$ cat config.mk
export PLATFORM = sky130hd
export DESIGN_NAME = multicycle_controller
export DESIGN_NICKNAME = d
export VERILOG_FILES = /design/src/rtl/multicycle_controller_pkg.sv /design/src/rtl/multicycle_controller_decode.sv /design/src/rtl/multicycle_controller.sv
export SDC_FILE = /design/constraint.sdc
export NUM_CORES = 1
export LEC_CHECK = 0
export BUFFER_PORTS_ARGS = -buffer_cell sky130_fd_sc_hd__buf_2
export CAP_MARGIN = 20
export CORE_ASPECT_RATIO = 1.5
export CORE_MARGIN = 5
export CORE_UTILIZATION = 55
export DETAILED_ROUTE_END_ITERATION = 12
export HOLD_SLACK_MARGIN = 0.02
export PLACE_DENSITY_LB_ADDON = 0.15
export REMOVE_ABC_BUFFERS = 1
export SKIP_CTS_REPAIR_TIMING = 1
export SLEW_MARGIN = 0
export SYNTH_ARGS = -nofsm -noshare
export SYNTH_HDL_FRONTEND = slang
export SYNTH_SLANG_ARGS = --single-unit
$ cat constraint.sdc
create_clock -name clk -period 8.73 [get_ports clk]
set_clock_uncertainty 0.05 [all_clocks]
set_input_delay 2.1825 -clock clk [delete_from_list [all_inputs] [get_ports clk]]
set_output_delay 2.1825 -clock clk [all_outputs]
set_load 0.02 [all_outputs]
$ cat src/rtl/multicycle_controller_pkg.sv
// Shared encodings for the multicycle MIPS-subset controller: FSM states,
// decoded instruction classes, ALU operation codes, PC source selects and MIPS-I fields.
package multicycle_controller_pkg;

  typedef enum logic [2:0] {
    ST_FETCH  = 3'd0,
    ST_DECODE = 3'd1,
    ST_EXEC   = 3'd2,
    ST_MEM    = 3'd3,
    ST_WB     = 3'd4
  } state_t;

  typedef enum logic [3:0] {
    CLS_ALU, CLS_LOAD, CLS_STORE, CLS_BEQ, CLS_BNE,
    CLS_J, CLS_JR, CLS_JAL, CLS_JALR, CLS_ILLEGAL
  } instr_class_t;

  localparam logic [3:0] ALU_NOP = 4'd0;
  localparam logic [3:0] ALU_ADD = 4'd1;
  localparam logic [3:0] ALU_SUB = 4'd2;
  localparam logic [3:0] ALU_AND = 4'd3;
  localparam logic [3:0] ALU_OR  = 4'd4;
  localparam logic [3:0] ALU_XOR = 4'd5;
  localparam logic [3:0] ALU_NOR = 4'd6;
  localparam logic [3:0] ALU_SLT = 4'd7;
  localparam logic [3:0] ALU_SLL = 4'd8;
  localparam logic [3:0] ALU_SRL = 4'd9;
  localparam logic [3:0] ALU_BEQ = 4'd10;
  localparam logic [3:0] ALU_BNE = 4'd11;

  localparam logic [1:0] PC_SEQ    = 2'd0;
  localparam logic [1:0] PC_BRANCH = 2'd1;
  localparam logic [1:0] PC_JUMP   = 2'd2;
  localparam logic [1:0] PC_REG    = 2'd3;

  localparam logic [5:0] OP_RTYPE = 6'h00;
  localparam logic [5:0] OP_J     = 6'h02;
  localparam logic [5:0] OP_JAL   = 6'h03;
  localparam logic [5:0] OP_BEQ   = 6'h04;
  localparam logic [5:0] OP_BNE   = 6'h05;
  localparam logic [5:0] OP_ADDI  = 6'h08;
  localparam logic [5:0] OP_SLTI  = 6'h0A;
  localparam logic [5:0] OP_ANDI  = 6'h0C;
  localparam logic [5:0] OP_LH    = 6'h21;
  localparam logic [5:0] OP_LW    = 6'h23;
  localparam logic [5:0] OP_SH    = 6'h29;
  localparam logic [5:0] OP_SW    = 6'h2B;

  localparam logic [5:0] FN_SLL  = 6'h00;
  localparam logic [5:0] FN_SRL  = 6'h02;
  localparam logic [5:0] FN_JR   = 6'h08;
  localparam logic [5:0] FN_JALR = 6'h09;
  localparam logic [5:0] FN_ADD  = 6'h20;
  localparam logic [5:0] FN_SUB  = 6'h22;
  localparam logic [5:0] FN_AND  = 6'h24;
  localparam logic [5:0] FN_OR   = 6'h25;
  localparam logic [5:0] FN_XOR  = 6'h26;
  localparam logic [5:0] FN_NOR  = 6'h27;
  localparam logic [5:0] FN_SLT  = 6'h2A;

endpackage

$ cat src/rtl/multicycle_controller_decode.sv
// Combinational instruction decoder: opcode/funct to class, ALU operation,
// immediate select and halfword flag. Anything unmatched decodes as illegal.
module mc_decode
  import multicycle_controller_pkg::*;
#(
  parameter int ALUOP_W = 4,
  parameter int HALF_EN = 1
) (
  input  logic [5:0]         opcode,
  input  logic [5:0]         funct,
  output instr_class_t       instr_class,
  output logic [ALUOP_W-1:0] alu_op,
  output logic               alu_src_b,
  output logic               half,
  output logic               illegal
);

  logic [3:0] alu_code;

  always_comb begin
    instr_class = CLS_ILLEGAL;
    alu_code    = ALU_NOP;
    alu_src_b   = 1'b0;
    half        = 1'b0;
    case (opcode)
      OP_RTYPE: begin
        case (funct)
          FN_ADD:  begin instr_class = CLS_ALU; alu_code = ALU_ADD; end
          FN_SUB:  begin instr_class = CLS_ALU; alu_code = ALU_SUB; end
          FN_AND:  begin instr_class = CLS_ALU; alu_code = ALU_AND; end
          FN_OR:   begin instr_class = CLS_ALU; alu_code = ALU_OR;  end
          FN_XOR:  begin instr_class = CLS_ALU; alu_code = ALU_XOR; end
          FN_NOR:  begin instr_class = CLS_ALU; alu_code = ALU_NOR; end
          FN_SLT:  begin instr_class = CLS_ALU; alu_code = ALU_SLT; end
          FN_SLL:  begin instr_class = CLS_ALU; alu_code = ALU_SLL; end
          FN_SRL:  begin instr_class = CLS_ALU; alu_code = ALU_SRL; end
          FN_JR:   instr_class = CLS_JR;
          FN_JALR: instr_class = CLS_JALR;
          default: instr_class = CLS_ILLEGAL;
        endcase
      end
      OP_ADDI: begin instr_class = CLS_ALU;   alu_code = ALU_ADD; alu_src_b = 1'b1; end
      OP_ANDI: begin instr_class = CLS_ALU;   alu_code = ALU_AND; alu_src_b = 1'b1; end
      OP_SLTI: begin instr_class = CLS_ALU;   alu_code = ALU_SLT; alu_src_b = 1'b1; end
      OP_BEQ:  begin instr_class = CLS_BEQ;   alu_code = ALU_BEQ; end
      OP_BNE:  begin instr_class = CLS_BNE;   alu_code = ALU_BNE; end
      OP_LW:   begin instr_class = CLS_LOAD;  alu_code = ALU_ADD; alu_src_b = 1'b1; end
      OP_SW:   begin instr_class = CLS_STORE; alu_code = ALU_ADD; alu_src_b = 1'b1; end
      // Halfword accesses only exist when the datapath supports them.
      OP_LH: if (HALF_EN != 0) begin
        instr_class = CLS_LOAD;  alu_code = ALU_ADD; alu_src_b = 1'b1; half = 1'b1;
      end
      OP_SH: if (HALF_EN != 0) begin
        instr_class = CLS_STORE; alu_code = ALU_ADD; alu_src_b = 1'b1; half = 1'b1;
      end
      OP_J:    instr_class = CLS_J;
      OP_JAL:  instr_class = CLS_JAL;
      default: instr_class = CLS_ILLEGAL;
    endcase
  end

  assign alu_op  = ALUOP_W'(alu_code);
  assign illegal = (instr_class == CLS_ILLEGAL);

endmodule

$ cat src/rtl/multicycle_controller.sv
// Multicycle control FSM (FETCH/DECODE/EXEC/MEM/WB) with a retired-instruction
// counter. Opcode/funct are expected stable from DECODE until the instruction retires.
module multicycle_controller
  import multicycle_controller_pkg::*;
#(
  parameter int ALUOP_W = 4,
  parameter int HALF_EN = 1,
  parameter int CNT_W   = 32
) (
  input  logic               clk,
  input  logic               rst,
  input  logic [5:0]         opcode,
  input  logic [5:0]         funct,
  input  logic               zero,
  input  logic               mem_ready,
  output logic               mem_req,
  output logic               mem_we,
  output logic               mem_half,
  output logic               ir_write,
  output logic               pc_write,
  output logic [1:0]         pc_src,
  output logic               alu_src_b,
  output logic [ALUOP_W-1:0] ALUOp,
  output logic               reg_write,
  output logic               mem2reg,
  output logic               link,
  output logic               illegal,
  output logic [2:0]         state,
  output logic [CNT_W-1:0]   retired
);

  // Memory handshake: mem_req is held high in FETCH/MEM; a transfer completes on
  // the rising edge where mem_req && mem_ready, and the FSM advances on that edge.

  state_t             state_q, state_d;
  logic [CNT_W-1:0]   retired_q;
  instr_class_t       dec_class;
  logic [ALUOP_W-1:0] dec_alu_op;
  logic               dec_alu_src_b, dec_half, dec_illegal;

  logic               mem_req_c, mem_we_c, mem_half_c, ir_write_c, pc_write_c;
  logic               alu_src_b_c, reg_write_c, mem2reg_c, link_c, illegal_c, retire;
  logic [1:0]         pc_src_c;
  logic [ALUOP_W-1:0] alu_op_c;

  mc_decode #(.ALUOP_W(ALUOP_W), .HALF_EN(HALF_EN)) u_decode (
    .opcode      (opcode),
    .funct       (funct),
    .instr_class (dec_class),
    .alu_op      (dec_alu_op),
    .alu_src_b   (dec_alu_src_b),
    .half        (dec_half),
    .illegal     (dec_illegal)
  );

  always_ff @(posedge clk) begin
    if (rst) begin
      state_q   <= ST_FETCH;
      retired_q <= '0;
    end else begin
      state_q <= state_d;
      if (retire) retired_q <= retired_q + CNT_W'(1);
    end
  end

  always_comb begin
    state_d     = state_q;
    mem_req_c   = 1'b0;
    mem_we_c    = 1'b0;
    mem_half_c  = 1'b0;
    ir_write_c  = 1'b0;
    pc_write_c  = 1'b0;
    pc_src_c    = PC_SEQ;
    alu_src_b_c = 1'b0;
    alu_op_c    = '0;
    reg_write_c = 1'b0;
    mem2reg_c   = 1'b0;
    link_c      = 1'b0;
    illegal_c   = 1'b0;
    retire      = 1'b0;
    case (state_q)
      ST_FETCH: begin
        mem_req_c = 1'b1;
        if (mem_ready) begin
          ir_write_c = 1'b1;
          pc_write_c = 1'b1;
          state_d    = ST_DECODE;
        end
      end
      ST_DECODE: begin
        if (dec_illegal) begin
          illegal_c = 1'b1;
          state_d   = ST_FETCH;
        end else begin
          state_d = ST_EXEC;
        end
      end
      ST_EXEC: begin
        alu_op_c    = dec_alu_op;
        alu_src_b_c = dec_alu_src_b;
        case (dec_class)
          CLS_ALU:             state_d = ST_WB;
          CLS_LOAD, CLS_STORE: state_d = ST_MEM;
          CLS_BEQ:  begin pc_write_c = zero;  pc_src_c = PC_BRANCH; retire = 1'b1; state_d = ST_FETCH; end
          CLS_BNE:  begin pc_write_c = !zero; pc_src_c = PC_BRANCH; retire = 1'b1; state_d = ST_FETCH; end
          CLS_J:    begin pc_write_c = 1'b1;  pc_src_c = PC_JUMP;   retire = 1'b1; state_d = ST_FETCH; end
          CLS_JR:   begin pc_write_c = 1'b1;  pc_src_c = PC_REG;    retire = 1'b1; state_d = ST_FETCH; end
          CLS_JAL:  begin pc_write_c = 1'b1;  pc_src_c = PC_JUMP;   state_d = ST_WB; end
          CLS_JALR: begin pc_write_c = 1'b1;  pc_src_c = PC_REG;    state_d = ST_WB; end
          default:  state_d = ST_FETCH;
        endcase
      end
      ST_MEM: begin
        mem_req_c  = 1'b1;
        mem_we_c   = (dec_class == CLS_STORE);
        mem_half_c = dec_half;
        if (mem_ready) begin
          if (dec_class == CLS_STORE) begin
            retire  = 1'b1;
            state_d = ST_FETCH;
          end else begin
            state_d = ST_WB;
          end
        end
      end
      ST_WB: begin
        reg_write_c = 1'b1;
        mem2reg_c   = (dec_class == CLS_LOAD);
        link_c      = (dec_class == CLS_JAL) || (dec_class == CLS_JALR);
        retire      = 1'b1;
        state_d     = ST_FETCH;
      end
      default: state_d = ST_FETCH;
    endcase
  end

  // Reset silences every control output immediately, abandoning any pending request.
  assign mem_req   = mem_req_c   & ~rst;
  assign mem_we    = mem_we_c    & ~rst;
  assign mem_half  = mem_half_c  & ~rst;
  assign ir_write  = ir_write_c  & ~rst;
  assign pc_write  = pc_write_c  & ~rst;
  assign pc_src    = rst ? 2'b00 : pc_src_c;
  assign alu_src_b = alu_src_b_c & ~rst;
  assign ALUOp     = rst ? '0 : alu_op_c;
  assign reg_write = reg_write_c & ~rst;
  assign mem2reg   = mem2reg_c   & ~rst;
  assign link      = link_c      & ~rst;
  assign illegal   = illegal_c   & ~rst;
  assign state     = state_q;
  assign retired   = retired_q;

endmodule

==> impl_metrics.tcl <==
set metrics [dict create \
    synth.cell_area_sq_mm 0.00253 \
    worstHoldPathType "flop to flop" \
    synthArstFlopShare_pct 0 \
    cts_inserted_buffers 5 \
    setup_viol_count_final 0 \
    antenna_found_initial 0 \
    clkTransAtPathRegs_ps 70 \
    worstSetupEndpointType "output pin" \
    cp_data_arrival_time_ps 3900 \
    outcome "complete, no violations" \
    yosys_warnings 0 \
    fp.dieW_microns 65.4 \
    grt_use_total_pct 21.0 \
    cp.required_ps 6500 \
    wl_per_cell_microns 14.6 \
    synth_area_per_cell_sq_um 7.72 \
    p_per_area_mw_per_mm2 108 \
    max_freq_mhz 163 \
    ys_types 60 \
    drt-met1-wl_microns 2590 \
    p_leak_nw 1.21 \
    port_buffers 66 \
    period_needed_ps 6140 \
    rows 30 \
    ioPinCount 67 \
    cp_common_cell "buf_2" \
    drive_gt1_share_pct 24.5 \
    h-tree-depth 2 \
    grt_max_degree 39 \
    ant_nets 0 \
    grt_pass1_wl_microns 10400 \
    drcViolationCount 0 \
    vias 2538 \
    fin_ws_ps 2590 \
    syn2layout_area_growth_pct 15.4 \
    slowest_stage "mux2_2" \
    slew_headroom_pct 54.8 \
    cp_max_fo 16 \
    wl_met3_microns 316 \
    finalWirelength_microns 6310 \
    detailed_place_hpwl_microns 4680 \
    gp_congestion 0.898 \
    tightest_slew_ps 675 \
    min_path_cells 2 \
    grt_overflow 0 \
    dieArea_sq_mm 0.00609 \
    hold_viol_final 0 \
    synth_top_area_cell "dfxtp_1" \
    report.final.slew_viol_count 0 \
    synth-edff-count 0 \
    fin_nets 400 \
    power_uw 317 \
    irDropWorstVdd_uv 133 \
    synth_area_leaders "dfxtp_1 (28%), nor2_1 (7.0%), a21oi_1 (5.7%)" \
    met2_length_microns 3260 \
    cp-start-kind "primary input" \
    dp_slack_ps 2630 \
    highest_layer "met4" \
    tns_ps 0 \
    die_y_microns 93.1 \
    maxCapViolations 0 \
    clock_latency_ps 290 \
    grt_pass1_vias 2303 \
    grt_setup_unrepaired "no" \
    finalCritPeriodShare_pct 70.3 \
    drtIter0Drc 233 \
    clockBufferDepth 2 \
    yosys_register_bits 35 \
    initial_core_util_pct 56.3 \
    r2r_cells 7 \
    cts_tree "built" \
    fin_cells 432 \
    synth_top_cell_area_share_pct 27.7 \
    synthFlopType "dfxtp_1" \
    clock-root-buffer "clkbuf_8" \
    crit_chain "buf_2 > mux2_2 > a22oi_1 > nand3_1 > nor2_1 > o21ai_0 > a211oi_1 > buf_2" \
    synth-seq-area-share_pct 27.7 \
    antennaDiodeCount 0 \
    cts_sinks 35 \
    crit_type "primary input to output pin" \
    place_inst 424 \
    netlist_instances 328 \
    drt_pass1_iterations 4 \
    vias_per_cell 5.88 \
    slowest_delay_ps 390 \
    core-area_sq_mm 0.00450 \
]
-- layout by cell type (no fill, tap or decap), types with 3 or more instances in the layout --
master / instances
a21oi_1: 29
dfxtp_1: 35
buf_2: 66
nand3b_1: 3
nor3_1: 8
nor2b_1: 8
nor3b_1: 7
xnor2_1: 15
a31o_2: 3
and2_1: 6
nand4_1: 12
o21ai_0: 10
nand2_1: 27
inv_1: 7
a211oi_1: 4
nand3_1: 11
or3_1: 5
and3_1: 8
nand2b_1: 8
xor2_1: 7
clkbuf_8: 5
nor2_1: 47
clkinv_2: 3
-- path summary, 6_finish.rpt --
check / from / endpoint / slack [ps]
worst max-delay path: opcode[5] / pc_src[0] / 2590
worst min register to register: retired[30] / retired[30] / 450
worst max register to register: state[1] / retired[31] / 5530
worst min-delay path: retired[30] / retired[30] / 450
-- stage by stage --
stage	hold slack (ps)	util, %	instance area [sq um]
2_1_floorplan	509	-	2450
3_3_place_gp	425	63.0	2840
3_5_place_dp	442	63.0	2840
4_1_cts	452	64.9	2920
5_1_grt	490	64.9	2920
6_report	450	64.9	2920
-- metal layers --
metal	vias up	track usage (%)
met5	-	0
met4	0	9.69
met3	12	3.13
met2	66	37.3
met1	1175	24.3
li1	1285	-
-- cells in the mapped netlist, drive strengths merged (2+ instances only) --
cell type and number:
a2111oi 2, nor2 47, o31ai 2, nor4 2, nand4b 3, dfxtp 35, inv 8, and4 2
nand3 11, a21boi 2, a21bo 2, a22oi 2, a22o 2, and2 7, xor2 7, a21oi 29
nand2b 8, a31oi 2, or3 5, or4 2, nand3b 3, and3b 2, a211oi 5, o21ai 11
a31o 3, nand2 27, clkbuf 9, nor4b 3, mux2 3, a21o 2, xnor2 15, nand4 13
buf 9, and3 8, nor3 9, nor3b 7, nor2b 8
-- power by group --
part	switching, mW	internal [mW]
clock network	0.0579	0.0545
registers	0.00212	0.160
logic	0.0267	0.0151
-- sequential cells by signal, summed over array words and instances (netlist names) --
register / cells
state: 3
retired: 32
-- logic make-up after synthesis --
kind of cell	synth area share, %
XOR/XNOR	7.61
AND/OR/NAND/NOR	37.4
AO/OA/AOI/OAI	20.5
multiplexers	1.73
flip-flops	27.7
adder cells (fa/ha/maj)	0.494
buffers and inverters	4.54
-- layout make-up --
| type | instances | area [sq um] |
|---|---|---|
| Sequential cell | 35 | 701 |
| Timing Repair Buffer | 66 | 330 |
| Tap cell | 48 | 60.1 |
| Fill cell | 413 | 1580 |
| Clock inverter | 3 | 15.0 |
| Clock buffer | 5 | 68.8 |
| Inverter | 8 | 30.0 |
| Multi-Input combinational cell | 267 | 1720 |
-- critical path, delay by kind of cell --
kind            cells  cell delay [ps]
simple gates        2              310
compound gates      3              540
buf+inv             2              480
mux                 1              390
(Power assumes the default switching activity.)
